===== src/rtl/noise_channel.sv =====
// ----------------------------------------------------------------------------
// noise_channel
//   Sequential error injector for the Hamming(7,4) link. It accepts one clean
//   codeword per valid/ready handshake, builds an error mask from an internal
//   Galois LFSR and emits the corrupted word together with the mask so the
//   checker can score the decoder's corrections.
//
//   Modes (cfg_mode, sampled with the word):
//     00  pass-through, mask = 0
//     01  fixed mask    = cfg_mask
//     10  random k-bit  : k = min(cfg_err_num, MAX_ERR) distinct bit positions
//     11  random burst  : min(cfg_err_num, DATA_W) contiguous ones, wrapping
//
// Ports
//   clk, rst_n            clock (rising edge), synchronous active-low reset
//   in_valid/in_ready     input handshake, in_ready high only when idle
//   in_data               clean codeword
//   cfg_mode/mask/err_num mask configuration, captured on accept
//   out_valid/out_ready   output handshake, outputs held while stalled
//   out_data              in_data ^ out_err_mask
//   out_err_mask          mask applied to the word
//   stat_clr              synchronous clear of the statistics counters
//   stat_words/stat_flips saturating word / flipped-bit counters
//
// Build option
//   NOISE_STATS_EN  when defined the statistics counters are implemented;
//                   otherwise stat_words/stat_flips read 0 and stat_clr is
//                   ignored.
// ----------------------------------------------------------------------------
module noise_channel #(
  parameter int                DATA_W  = 8,
  parameter int                MAX_ERR = 2,
  parameter int                LFSR_W  = 16,
  parameter logic [LFSR_W-1:0] SEED    = LFSR_W'(16'hACE1),
  parameter int                ERR_W   = $clog2(DATA_W + 1)
) (
  input  logic              clk,
  input  logic              rst_n,
  input  logic              in_valid,
  output logic              in_ready,
  input  logic [DATA_W-1:0] in_data,
  input  logic [1:0]        cfg_mode,
  input  logic [DATA_W-1:0] cfg_mask,
  input  logic [ERR_W-1:0]  cfg_err_num,
  output logic              out_valid,
  input  logic              out_ready,
  output logic [DATA_W-1:0] out_data,
  output logic [DATA_W-1:0] out_err_mask,
  input  logic              stat_clr,
  output logic [15:0]       stat_words,
  output logic [15:0]       stat_flips
);

  localparam int                PW        = (DATA_W > 1) ? $clog2(DATA_W) : 1;
  localparam int                DW2       = 2 * DATA_W;
  localparam logic [LFSR_W-1:0] TAPS      = LFSR_W'(16'hB400);
  localparam logic [ERR_W-1:0]  MAX_ERR_C = ERR_W'(MAX_ERR);
  localparam logic [ERR_W-1:0]  DATA_W_C  = ERR_W'(DATA_W);

  typedef enum logic [1:0] {
    IDLE = 2'd0,
    PICK = 2'd1,
    OUT  = 2'd2
  } state_t;

  // --------------------------------------------------------------------------
  // Helper functions
  // --------------------------------------------------------------------------
  // Right-shifting Galois LFSR for x^16+x^14+x^13+x^11+1.
  function automatic logic [LFSR_W-1:0] lfsr_step(input logic [LFSR_W-1:0] s);
    return s[0] ? ((s >> 1) ^ TAPS) : (s >> 1);
  endfunction

  function automatic logic [ERR_W-1:0] clamp_cnt(input logic [ERR_W-1:0] n,
                                                 input logic [ERR_W-1:0] lim);
    return (n > lim) ? lim : n;
  endfunction

  // len ones starting at bit start; the run is built in a double-width word
  // and the upper half folded onto the lower half to wrap past bit DATA_W-1.
  function automatic logic [DATA_W-1:0] burst_mask(input logic [PW-1:0]    start,
                                                   input logic [ERR_W-1:0] len);
    logic [DW2-1:0] run;
    run = (DW2'(1) << len) - DW2'(1);
    run = run << start;
    return run[DATA_W-1:0] | run[DW2-1:DATA_W];
  endfunction

  function automatic logic [ERR_W-1:0] popcount(input logic [DATA_W-1:0] m);
    logic [ERR_W-1:0] c;
    c = '0;
    for (int i = 0; i < DATA_W; i++) begin
      c = c + ERR_W'(m[i]);
    end
    return c;
  endfunction

  function automatic logic [15:0] sat_add16(input logic [15:0] a, input logic [15:0] b);
    logic [16:0] s;
    s = {1'b0, a} + {1'b0, b};
    return s[16] ? 16'hFFFF : s[15:0];
  endfunction

  // --------------------------------------------------------------------------
  // Declarations
  // --------------------------------------------------------------------------
  state_t              state_q, state_d;
  logic [LFSR_W-1:0]   lfsr_q;

  // capture stage: word and working mask while positions are being drawn
  logic [DATA_W-1:0]   data_p0;
  logic [DATA_W-1:0]   mask_p0;
  logic [ERR_W-1:0]    cnt_p0;
  logic [ERR_W-1:0]    hits_p0;

  // output stage: loaded only on entry to OUT so it holds while stalled
  logic [DATA_W-1:0]   data_p1;
  logic [DATA_W-1:0]   mask_p1;

  logic [PW-1:0]       pos;
  logic [DATA_W-1:0]   pos_bit;
  logic                accept;
  logic                go_pick;
  logic                drain;
  logic [ERR_W-1:0]    req_cnt;
  logic [DATA_W-1:0]   direct_mask;
  logic                pos_free;
  logic                pick_done;
  logic [DATA_W-1:0]   pick_mask;

  // --------------------------------------------------------------------------
  // Position draw and mask construction
  // --------------------------------------------------------------------------
  assign pos     = PW'(32'(lfsr_q[7:0]) % 32'(DATA_W));
  assign pos_bit = DATA_W'(1) << pos;

  always_comb begin
    req_cnt     = cfg_err_num;
    direct_mask = '0;
    case (cfg_mode)
      2'b01: direct_mask = cfg_mask;
      2'b10: req_cnt     = clamp_cnt(cfg_err_num, MAX_ERR_C);
      2'b11: begin
        req_cnt     = clamp_cnt(cfg_err_num, DATA_W_C);
        direct_mask = burst_mask(pos, req_cnt);
      end
      default: direct_mask = '0;
    endcase
  end

  assign accept    = (state_q == IDLE) && in_valid;
  assign go_pick   = (cfg_mode == 2'b10) && (req_cnt != '0);
  assign drain     = (state_q == OUT) && out_ready;

  // A drawn position that is already set is simply retried next cycle with
  // the next LFSR value, so the finished mask always has exactly cnt_p0 ones.
  assign pos_free  = ~mask_p0[pos];
  assign pick_mask = mask_p0 | pos_bit;
  assign pick_done = pos_free && ((hits_p0 + ERR_W'(1)) == cnt_p0);

  // --------------------------------------------------------------------------
  // FSM: state register
  // --------------------------------------------------------------------------
  always_ff @(posedge clk) begin
    if (!rst_n) begin
      state_q <= IDLE;
    end else begin
      state_q <= state_d;
    end
  end

  // --------------------------------------------------------------------------
  // FSM: next state
  // --------------------------------------------------------------------------
  always_comb begin
    state_d = state_q;
    case (state_q)
      IDLE: if (in_valid)  state_d = go_pick ? PICK : OUT;
      PICK: if (pick_done) state_d = OUT;
      OUT:  if (out_ready) state_d = IDLE;
      default:             state_d = IDLE;
    endcase
  end

  // --------------------------------------------------------------------------
  // FSM: outputs
  // --------------------------------------------------------------------------
  always_comb begin
    in_ready  = 1'b0;
    out_valid = 1'b0;
    case (state_q)
      IDLE:    in_ready  = 1'b1;
      OUT:     out_valid = 1'b1;
      default: begin
        in_ready  = 1'b0;
        out_valid = 1'b0;
      end
    endcase
  end

  // --------------------------------------------------------------------------
  // Stage p0: capture and random draw (working registers, no reset needed)
  // --------------------------------------------------------------------------
  always_ff @(posedge clk) begin
    if (accept) begin
      data_p0 <= in_data;
      cnt_p0  <= req_cnt;
      mask_p0 <= '0;
      hits_p0 <= '0;
    end else if ((state_q == PICK) && pos_free) begin
      mask_p0 <= pick_mask;
      hits_p0 <= hits_p0 + ERR_W'(1);
    end
  end

  // --------------------------------------------------------------------------
  // Stage p1: LFSR and output registers
  // --------------------------------------------------------------------------
  always_ff @(posedge clk) begin
    if (!rst_n) begin
      lfsr_q  <= SEED;
      data_p1 <= '0;
      mask_p1 <= '0;
    end else begin
      lfsr_q <= lfsr_step(lfsr_q);
      if (accept && !go_pick) begin
        data_p1 <= in_data ^ direct_mask;
        mask_p1 <= direct_mask;
      end else if ((state_q == PICK) && pick_done) begin
        data_p1 <= data_p0 ^ pick_mask;
        mask_p1 <= pick_mask;
      end
    end
  end

  assign out_data     = data_p1;
  assign out_err_mask = mask_p1;

  // --------------------------------------------------------------------------
  // Statistics
  // --------------------------------------------------------------------------
`ifdef NOISE_STATS_EN
  logic [15:0] words_q;
  logic [15:0] flips_q;

  always_ff @(posedge clk) begin
    if (!rst_n) begin
      words_q <= '0;
      flips_q <= '0;
    end else if (stat_clr) begin
      words_q <= '0;
      flips_q <= '0;
    end else if (drain) begin
      words_q <= sat_add16(words_q, 16'd1);
      flips_q <= sat_add16(flips_q, 16'(popcount(mask_p1)));
    end
  end

  assign stat_words = words_q;
  assign stat_flips = flips_q;
`else
  logic unused_stat;
  assign unused_stat = stat_clr ^ drain;
  assign stat_words  = '0;
  assign stat_flips  = '0;
`endif

endmodule


===== config.mk =====
export PLATFORM = sky130hd
export DESIGN_NAME = noise_channel
export DESIGN_NICKNAME = d
export VERILOG_FILES = /design/src/rtl/noise_channel.sv
export SDC_FILE = /design/constraint.sdc
export NUM_CORES = 1
export LEC_CHECK = 0
export BUFFER_PORTS_ARGS = -buffer_cell sky130_fd_sc_hd__buf_2
export CORE_MARGIN = 2
export CORE_UTILIZATION = 54
export CTS_CLUSTER_DIAMETER = 120
export DETAILED_ROUTE_END_ITERATION = 16
export GPL_ROUTABILITY_DRIVEN = 1
export HOLD_SLACK_MARGIN = 0.15
export PLACE_DENSITY = 0.87
export SYNTH_ARGS = -nofsm -noshare
export SYNTH_HDL_FRONTEND = slang
export SYNTH_SLANG_ARGS = --single-unit
export TNS_END_PERCENT = 10

===== constraint.sdc =====
create_clock -name clk -period 5.49 [get_ports clk]
set_clock_uncertainty 0.15 [all_clocks]
set_input_delay 1.098 -clock clk [delete_from_list [all_inputs] [get_ports clk]]
set_output_delay 1.098 -clock clk [all_outputs]
set_load 0.005 [all_outputs]

Word level (Yosys, flattened, before mapping)
Cells that the tools add are included.

operators by class
  reduce and logical (&&, ||, !) cells = 11
  mux-type cells = 18
  add/sub/neg operators = 2
  shift-type cells = 3
  $mul = 0
  divide/modulo/power cells = 0
  magnitude comparators = 3
  bitwise gates (word level) = 6
  equal/unequal tests = 9

operators with widths
  cell                                                            count
  two-way mux 8 bit                                               4
  two-way mux 16 bit                                              1
  OR 8 bit                                                        2
  one-hot mux 8 bit (2 select lines)                              1
  << shifter 1 x 4 -> 16 bit (first input constant)               1
  << shifter 16 x 3 -> 16 bit                                     1
  subtractor 16 x 2 -> 16 bit (second input constant)             1
  bitwise XOR 8 bit                                               2
  two-way mux 2 bit                                               4
  two-way mux 4 bit                                               2
  one-hot mux 4 bit (2 select lines)                              1
  << shifter 1 x 3 -> 8 bit (first input constant)                1
  equality test 2 bit (second input constant)                     3
  logical AND 1 bit                                               6
  inequality test 2 bit (second input constant)                   3
  one-hot mux 2 bit (3 select lines)                              1
  adder 4 x 1 -> 4 bit (second input constant)                    1
  equality test 2 x 1 -> 1 bit (second input constant)            2
  equality test 4 bit                                             1
  greater-than comparator 4 x 2 -> 1 bit (second input constant)  1
  greater-than comparator 4 bit (second input constant)           1
  less-than comparator 3 x 4 -> 1 bit (second input constant)     1
  inverter 3 -> 4 bit                                             1
  nonzero test 4 bit                                              1
  7 further kinds                                                 9

storage, ports and cells
  RAM bits = 0
  word-level logic and storage cells = 60
  bits of input ports = 27
  bits in read-only memories = 0
  register bits = 58
  latch bits = 0
  memories = 0
  output and inout port bits = 50

Longest topological paths before layout
Gate-level depths: netlist of the first run.

  word-level depth = 9
  depth in mapped cells = 12
  depth with buffers taken out = 9

Least setup slack after synthesis of the first run
No wires, ideal clock.

  path kind = input to register
  start point = input cfg_err_num[3]
  end point = register data_p1[1] (netlist: out_data[1])
  cell stages on the path = 10
  data required time = 5218 ps
  buffers on the path = 2
  library setup time = 122 ps
  arrival time = 3454 ps
  slack = 1764 ps
  path through = buf_2 > nor4_2 > inv_2 > ha_1 > buf_2 > and4_1 > a2111oi_2 > nor2_1 > o32a_1 > o311a_1

on the way
  cells in the longest elaborated chain, start to end = 9
  elaborated cells on any way between the ends = 17
  classes of those cells = 1 x add/sub; 2 x order compare; 2 x shift; 5 x mux; 2 x bitwise; 5 x reduce/logical

ends and longest elaborated chain
  element                             line  text
  start: declaration                  44    input logic [ERR_W-1:0] cfg_err_num,
  greater-than comparator 4 bit       76    return (n > lim) ? lim : n;
  two-way mux 4 bit                   76
  << shifter 1 x 4 -> 16 bit          84    run = (DW2'(1) << len) - DW2'(1);
  subtractor 16 x 2 -> 16 bit         84
  << shifter 16 x 3 -> 16 bit         85    run = run << start;
  OR 8 bit                            86    return run[DATA_W-1:0] | run[DW2-1:DATA_W];
  one-hot mux 8 bit (2 select lines)  140   case (cfg_mode)
  bitwise XOR 8 bit                   227   data_p1 <= in_data ^ direct_mask;
  two-way mux 8 bit                   226   if (accept && !go_pick) begin
  end signal: assignment              227
  end signal: assignment              230   data_p1 <= data_p0 ^ pick_mask;
  end: declaration                    117   logic [DATA_W-1:0] data_p1;

Several ways; a longest one is shown, not always the timed one.
A chain may end at the register's enable or synchronous reset.

Worst setup path after layout of the first run
Ends and elaborated chain as after synthesis.

==> summary.md, run 1 <==
| Metric | Value |
|---|---|
| Outcome | finished, final reports clean |
| Share of flip-flops with an asynchronous set or reset | 0% |
| Static leakage | 1.54 nW |
| Core box area | 6680 um2 |
| Antenna diodes | 0 |
| Pre-CTS setup slack | 1.28 ns |
| Switching share of power | 29.4% |
| Crit share post-route | 72.2% |
| Antenna Nets Post-Route | 0 |
| Design Area, Final | 3960 um2 |
| Initial antenna violation count | 0 |
| Compound-Gate Fraction of Synth Area | 21.7% |
| CTS tree | built |
| Post-synthesis adder-cell area fraction | 0.681% |
| Worst-Margin Slew | 0.966 ns |
| Syn Area/Cell | 8.94 um2 |
| Int Pwr | 750 uW |
| F_max | 252 MHz |
| Critical Path Sink Type | register |
| Yosys top cell area share | 25.1% |
| Hold-fix buffers at CTS | 0 |
| Critical Path RT | 5.57 ns |
| Layout Area Growth over Synthesis | 7.59% |
| Max-slew headroom | 35.6% |
| GP Congestion | 0.959 |
| DR WL/cell | 16.4 um |
| #FFs+latches synth | 58 |
| DR vias/cell | 6.14 |
| Mux share of post-synthesis cell area | 4.12% |
| Placement Cell Area | 3750 um2 |
| Fraction of layout cells with a size suffix above 1 | 20.6% |
| Largest net degree at the start of global routing | 35 |
| Comb power frac | 17.9% |
| Sequential area share after synthesis | 34.9% |
| Largest family of logic cells by synthesized area | compound AO/OA/AOI/OAI gates |
| Worst setup SP type | primary input |
| First-pass GRT wire length | 14.0 mm |
| Layout Nets | 470 |
| Seq pwr share | 45.0% |
| Die width | 86.5 um |
| RSZ-0062 raised after global routing | no |
| Pwr/cell area | 268 nW/um2 |
| CP arrival | 4.04 ns |
| Final Util | 59.2% |
| Peak VDD IR | 0.000254 V |
| WL final | 8.61 mm |
| Setup bufs post-CTS | 0 |
| Max Slew Vio Count | 0 |
| DR vias | 3232 |
| Port buffer count | 43 |
| Setup TNS Final | 0 ns |
| Fill cells | 558 |
| Max_cap viols | 0 |
| Max Fanout on Critical Path | 18 |
| Number of global-route vias before repair | 2980 |
| Num rows | 30 |
| Worst hold margin | 0.257 ns |
| Bufs on Longest Clock Path | 2 |
| Synth area leaders | dfxtp_1, edfxtp_1, buf_4 |
| Min cycle time layout | 3.96 ns |
| Final Hold Vio Count | 0 |
| Num CTS Buffers | 9 |
| Die ar. | 7480 um2 |
| # H-tree levels | 3 |
| Remaining Overflow, GRT | 0 |
| WS Path Type | in -> reg |
| Syn Inst Count | 411 |
| Final HPWL DP | 6.20 mm |
| Clock Sink Count | 58 |
| Number of iterations in the first detailed-routing pass | 5 |
| Clock power share | 37.0% |
| Sw Pwr | 312 uW |
| Worst-skew pair later-pin latency | 0.34 ns |
| Post-cts resize count | 0 |
| Worst Setup Slack, final | 1.53 ns |
| XOR/XNOR share of the synthesized area | 5.85% |
| Hold/Removal Path Class | reg -> reg |
| DRC Markers | 0 |
| Vert. Die Dim | 86.5 um |
| IO Pins | 77 |
| Synth Area in Simple Gates | 21.4% |
| Synth warn | 0 |
| GRT Resource Usage Total | 23.6% |
| Cell Area, Synth | 3680 um2 |
| Initial Util | 55.0% |
| CTS clk-pin slew, worst paths | 0.07 ns |
| Synth cell types | 75 |
| Post-synth top area cell | dfxtp_1 |
| Final setup vio count | 0 |
| Post-synth EDFFs | 12 |
| Root Driver | clkbuf_8 |
| Main synth FF type | dfxtp_1 |
| 1st-iter DRT viols | 280 |
==> cells by family after synthesis <==
family,count (synthesis)
multiplexers,14
adder cells (fa/ha/maj),2
AND/OR/NAND/NOR,147
buffers and inverters,67
AO/OA/AOI/OAI,99
flip-flops,58
other,1
XOR/XNOR,23
==> layer usage <==
metal / up-vias / global-route usage, % / share of wire (%)
met5: - / 0 / 0
met4: 0 / 9.23 / 2.4
met3: 28 / 8.19 / 9.6
met2: 191 / 38.5 / 49
met1: 1519 / 28.7 / 39
li1: 1494 / - / -
==> per-stage QoR <==
step / power, mW / cells
floorplan: 0.637 / 442
global placement: 0.665 / 510
detailed placement: 0.673 / 510
CTS: 1.06 / 526
global route: 1.11 / 526
finish: 1.06 / 526
==> power groups by stage <==
stage	logic [mW]	clock network, mW	registers (mW)
after floorplan	0.152	0	0.485
after global placement	0.179	0	0.485
after detailed placement	0.186	0	0.487
after CTS	0.187	0.396	0.478
after global routing	0.208	0.417	0.480
final	0.191	0.393	0.478
==> cells in the final DEF (no fill, tap or decap), types with 4 or more instances in the layout <==
cell type and count:
nor3_1 7, mux2i_1 8, inv_1 8, edfxtp_1 12, nand3_1 15, clkbuf_8 9, buf_2 43, and2_1 13
xor2_1 8, o32ai_1 5, nand2b_1 13, or3_1 4, nor2_1 37, a21oi_1 18, nor2b_1 8, mux2_2 5
conb_1 32, o21ai_0 13, dfxtp_1 46, xnor2_1 14, a221oi_2 5, a31oi_1 12, nand2_1 27
==> path summary, 6_finish.rpt <==
check | endpoint | startpoint | slack (ns) | cells past startpoint
min reg2reg | lfsr_q[5]$_SDFF_PN1_ | lfsr_q[6]$_SDFF_PN1_ | 0.26 | 1
min | lfsr_q[5]$_SDFF_PN1_ | lfsr_q[6]$_SDFF_PN1_ | 0.26 | 1
max | out_data[1]$_SDFFE_PN0P_ | cfg_err_num[3] | 1.53 | 10
max reg2reg | out_err_mask[7]$_SDFFE_PN0P_ | lfsr_q[2]$_SDFF_PN0_ | 2.22 | 6
==> cell type report <==
class	instances	area [um2]	area share, %
inverters	9	33.8	0.854
flip-flops and latches	58	1280	32.4
well taps	80	100	2.53
clock inverters	7	76.3	1.93
repair buffers	46	238	6.01
multi-input cells	317	2100	53.1
clock buffers	9	124	3.13
==> cell usage after synthesis, types with 3 or more instances <==
| cell type | n |
|---|---|
| dfxtp_1 | 46 |
| nor2_1 | 37 |
| buf_4 | 33 |
| nand2_1 | 27 |
| a21oi_1 | 18 |
| nand3_1 | 15 |
| xnor2_1 | 14 |
| and2_1 | 13 |
| nand2b_1 | 13 |
| o21ai_0 | 13 |
| a31oi_1 | 12 |
| edfxtp_1 | 12 |
| clkbuf_1 | 11 |
| buf_2 | 8 |
| inv_1 | 8 |
| mux2i_1 | 8 |
| nor2b_1 | 8 |
| xor2_1 | 8 |
| nor3_1 | 7 |
| a221oi_2 | 5 |
| mux2_2 | 5 |
| o32ai_1 | 5 |
| buf_6 | 4 |
| or3_1 | 4 |
| a31o_1 | 3 |
| nand4_1 | 3 |
| o21a_1 | 3 |
| o221ai_1 | 3 |
| o22ai_1 | 3 |
==> sequential cells by signal (all words and copies together), names as in the netlist <==
signal,cells
out_data,8
cnt_p0,4
state_q,2
data_p0,8
mask_p0,8
out_err_mask,8
lfsr_q,16
hits_p0,4
==> critical path, cell delays in order <==
cell and delay [ns]:
buf_2 0.20, nor4_2 0.62, inv_2 0.14, ha_1 0.36
nor2b_1 0.42, nand3_1 0.15, a31oi_1 0.34, nor3b_1 0.12
o32a_1 0.30, o311a_1 0.28
Note: power is estimated with default switching activity, not from simulation.
==> inputs of run 2 (changes only) <==
CORE_UTILIZATION = 50   (was 54)
PLACE_DENSITY = 0.85   (was 0.87)
clock period = 3.2 ns   (was 5.49 ns; I/O delays follow)
==> summary.md, run 2 (same netlist as run 1, synthesis figures left out) <==
| Metric | Value |
|---|---|
| Outcome | finished, final reports clean |
| Static leakage | 1.68 nW (+9.2%) |
| Register Area | 1280 um2 (unchanged) |
| Setup TNS Final | 0 ns (unchanged) |
| Final HPWL DP | 6.67 mm (+7.6%) |
| R2R Path End | out_data[3]$_SDFFE_PN0P_ |
| Hold path depth | 1 (unchanged) |
| Largest net degree at the start of global routing | 30 (-14%) |
| Initial Util | 51.2% (-3.8 points) |
| Antenna diodes | 0 (unchanged) |
| WS Path Type | in -> reg |
| Hold-fix buffers at CTS | 0 (unchanged) |
| WL final | 9.07 mm (+5.2%) |
| DR vias/cell | 5.61 (-8.7%) |
| Vert. Die Dim | 89.7 um (+3.7%) |
| Final Hold Vio Count | 0 (unchanged) |
| Crit share post-route | 88.7% |
| CTS clk-pin slew, worst paths | 0.07 ns (about the same) |
| Remaining Overflow, GRT | 0 (unchanged) |
| Peak VDD IR | 0.000308 V (+21%) |
| Num rows | 31 (+3.3%) |
| First-pass GRT wire length | 14.8 mm (+5.8%) |
| Fraction of layout cells with a size suffix above 1 | 24.7% (+4.1 points) |
| Worst setup SP type | primary input |
| Max Fanout on Critical Path | 7 (-11) |
| Port buffer count | 43 (unchanged) |
| Core box area | 7180 um2 (+7.4%) |
| Delay-heaviest family, CP | compound AO/OA/AOI/OAI gates |
| Layout Area Growth over Synthesis | 14.2% |
| Hold/Removal Path Class | reg -> reg |
| Register with the most flip-flops | lfsr_q |
| CTS tree | built |
| Critical Path Sink Type | register |
| Antenna Nets Post-Route | 0 (unchanged) |
| IO Pins | 77 (unchanged) |
| Critical Path RT | 3.31 ns (-2.26 ns) |
| Worst hold margin | 0.260 ns (+0.00290 ns) |
| Critical Path Slowest Stage Cell | or3_1 |
| GP Congestion | 0.889 (-7.2%) |
| Crit Reg-Reg Startpoint | lfsr_q[1]$_SDFF_PN0_ |
| Layout Nets | 497 (+5.7%) |
| Post-cts resize count | 0 (unchanged) |
| Number of global-route vias before repair | 3072 (+3.1%) |
| Area occupied by multi-input gates | 2110 um2 (+0.42%) |
| WP buf/inv | 3 (+1) |
| Worst-Margin Slew | 0.650 ns (-0.316 ns) |
| R2R cell count | 7 (+1) |
| DR WL/cell | 15.8 um (-3.2%) |
| Max-slew headroom | 56.5% (+21 points) |
| Commonest non-fill, non-tap cells in the layout | dfxtp_1, buf_2, nor2_1 |
| Critical Path, Cell by Cell | buf_2 -> nor4_4 -> inv_2 -> ha_1 -> or3_1 -> o211a_1 -> a221oi_2 -> a221oi_2 -> buf_4 -> xor2_1 -> a221oi_2 |
| DR vias | 3209 (-0.71%) |
| HP Start | lfsr_q[8]$_SDFF_PN0_ |
| DRC Markers | 0 (unchanged) |
| Worst-skew pair later-pin latency | 0.34 ns (about the same) |
| Bufs on Longest Clock Path | 2 (unchanged) |
| RSZ-0062 raised after global routing | no |
| Max_cap viols | 0 (unchanged) |
| CP max stage delay | 0.35 ns (-0.27 ns) |
| Die ar. | 8050 um2 (+7.6%) |
| Min cycle time layout | 2.84 ns |
| Initial antenna violation count | 0 (unchanged) |
| Crit path top cell by count | a221oi_2 |
| Hold endpoint | lfsr_q[7]$_SDFF_PN1_ |
| Clock Sink Count | 58 (unchanged) |
| Num CTS Buffers | 9 (unchanged) |
| R2R setup slack | 0.49 ns (-1.73 ns) |
| Max Slew Vio Count | 0 (unchanged) |
| Setup bufs post-CTS | 0 (unchanged) |
| Final setup vio count | 0 (unchanged) |
| 1st-iter DRT viols | 181 (-35%) |
| Largest register FFs | 16 (unchanged) |
| Number of iterations in the first detailed-routing pass | 5 (unchanged) |
| Root Driver | clkbuf_8 |
| Commonest non-fill, non-tap cell in the layout | dfxtp_1 |
| Die width | 89.7 um (+3.7%) |
| F_max | 352 MHz |
| CP arrival | 2.94 ns (-1.10 ns) |
| GRT Resource Usage Total | 22.7% (-0.97 points) |
| # H-tree levels | 3 (unchanged) |
| Fill cells | 611 (+9.5%) |
| Pwr/cell area | 453 nW/um2 (+69%) |
run 2: power by group:
part,switching (mW),internal (mW),leakage (nW)
sequential,0.0265,0.795,0.494
clock,0.288,0.433,0.104
combinational,0.206,0.152,1.08
total,0.520,1.38,1.68
run 2: worst max-delay path by stage:
stage | from | end | slack (ns) | cells past startpoint
final | cfg_err_num[0] | out_data[2]$_SDFFE_PN0P_ | 0.36 | 11
after global routing | cfg_err_num[0] | out_data[2]$_SDFFE_PN0P_ | 0.24 | 11
after detailed placement | cfg_err_num[0] | out_err_mask[6]$_SDFFE_PN0P_ | 0.04 | 11
after global placement | cfg_err_num[0] | out_data[2]$_SDFFE_PN0P_ | 0.12 | 11
after floorplan | cfg_err_num[3] | out_data[1]$_SDFFE_PN0P_ | 0.03 | 10
after CTS | cfg_err_num[0] | out_err_mask[6]$_SDFFE_PN0P_ | 0.39 | 11
run 2: final cells by class:
class                   instances  share of cell area (%)
clock buffers                  10                    3.04
flip-flops and latches         58                    30.5
well taps                      99                    2.95
clock inverters                 6                    1.94
inverters                       9                   0.805
multi-input cells             317                    50.3
repair buffers                 73                    10.5
run 2: layer usage:
layer	share of wire (%)	global-route usage (%)	routed length, um	vias to the layer above
li1	-	-	-	1536
met4	2.4	10.8	221	0
met5	0	0	0	-
met2	48	36.1	4380	141
met1	42	28.8	3770	1509
met3	7.7	5.87	702	23
run 2: worst reg2reg max path, delay by kind of cell, from the launching register on:
kind	cells	cell delay [ns]
AND/OR/NAND/NOR	1	0.16
AO/OA/AOI/OAI	3	0.81
multiplexers	2	0.50
buffers and inverters	1	0.28
flip-flops	1	0.69
run 2: metrics by stage:
stage                     instance area (um2)  cells  util (%)  setup slack (ns)  total power, mW
after floorplan                          3800    442         -            0.0291             1.09
after global placement                   3990    556      55.6             0.115             1.17
after detailed placement                 3990    556      55.6            0.0354             1.19
after CTS                                4200    572      58.5             0.386             1.90
after global routing                     4200    572      58.5             0.240             1.98
final                                    4200    572      58.5             0.363             1.90
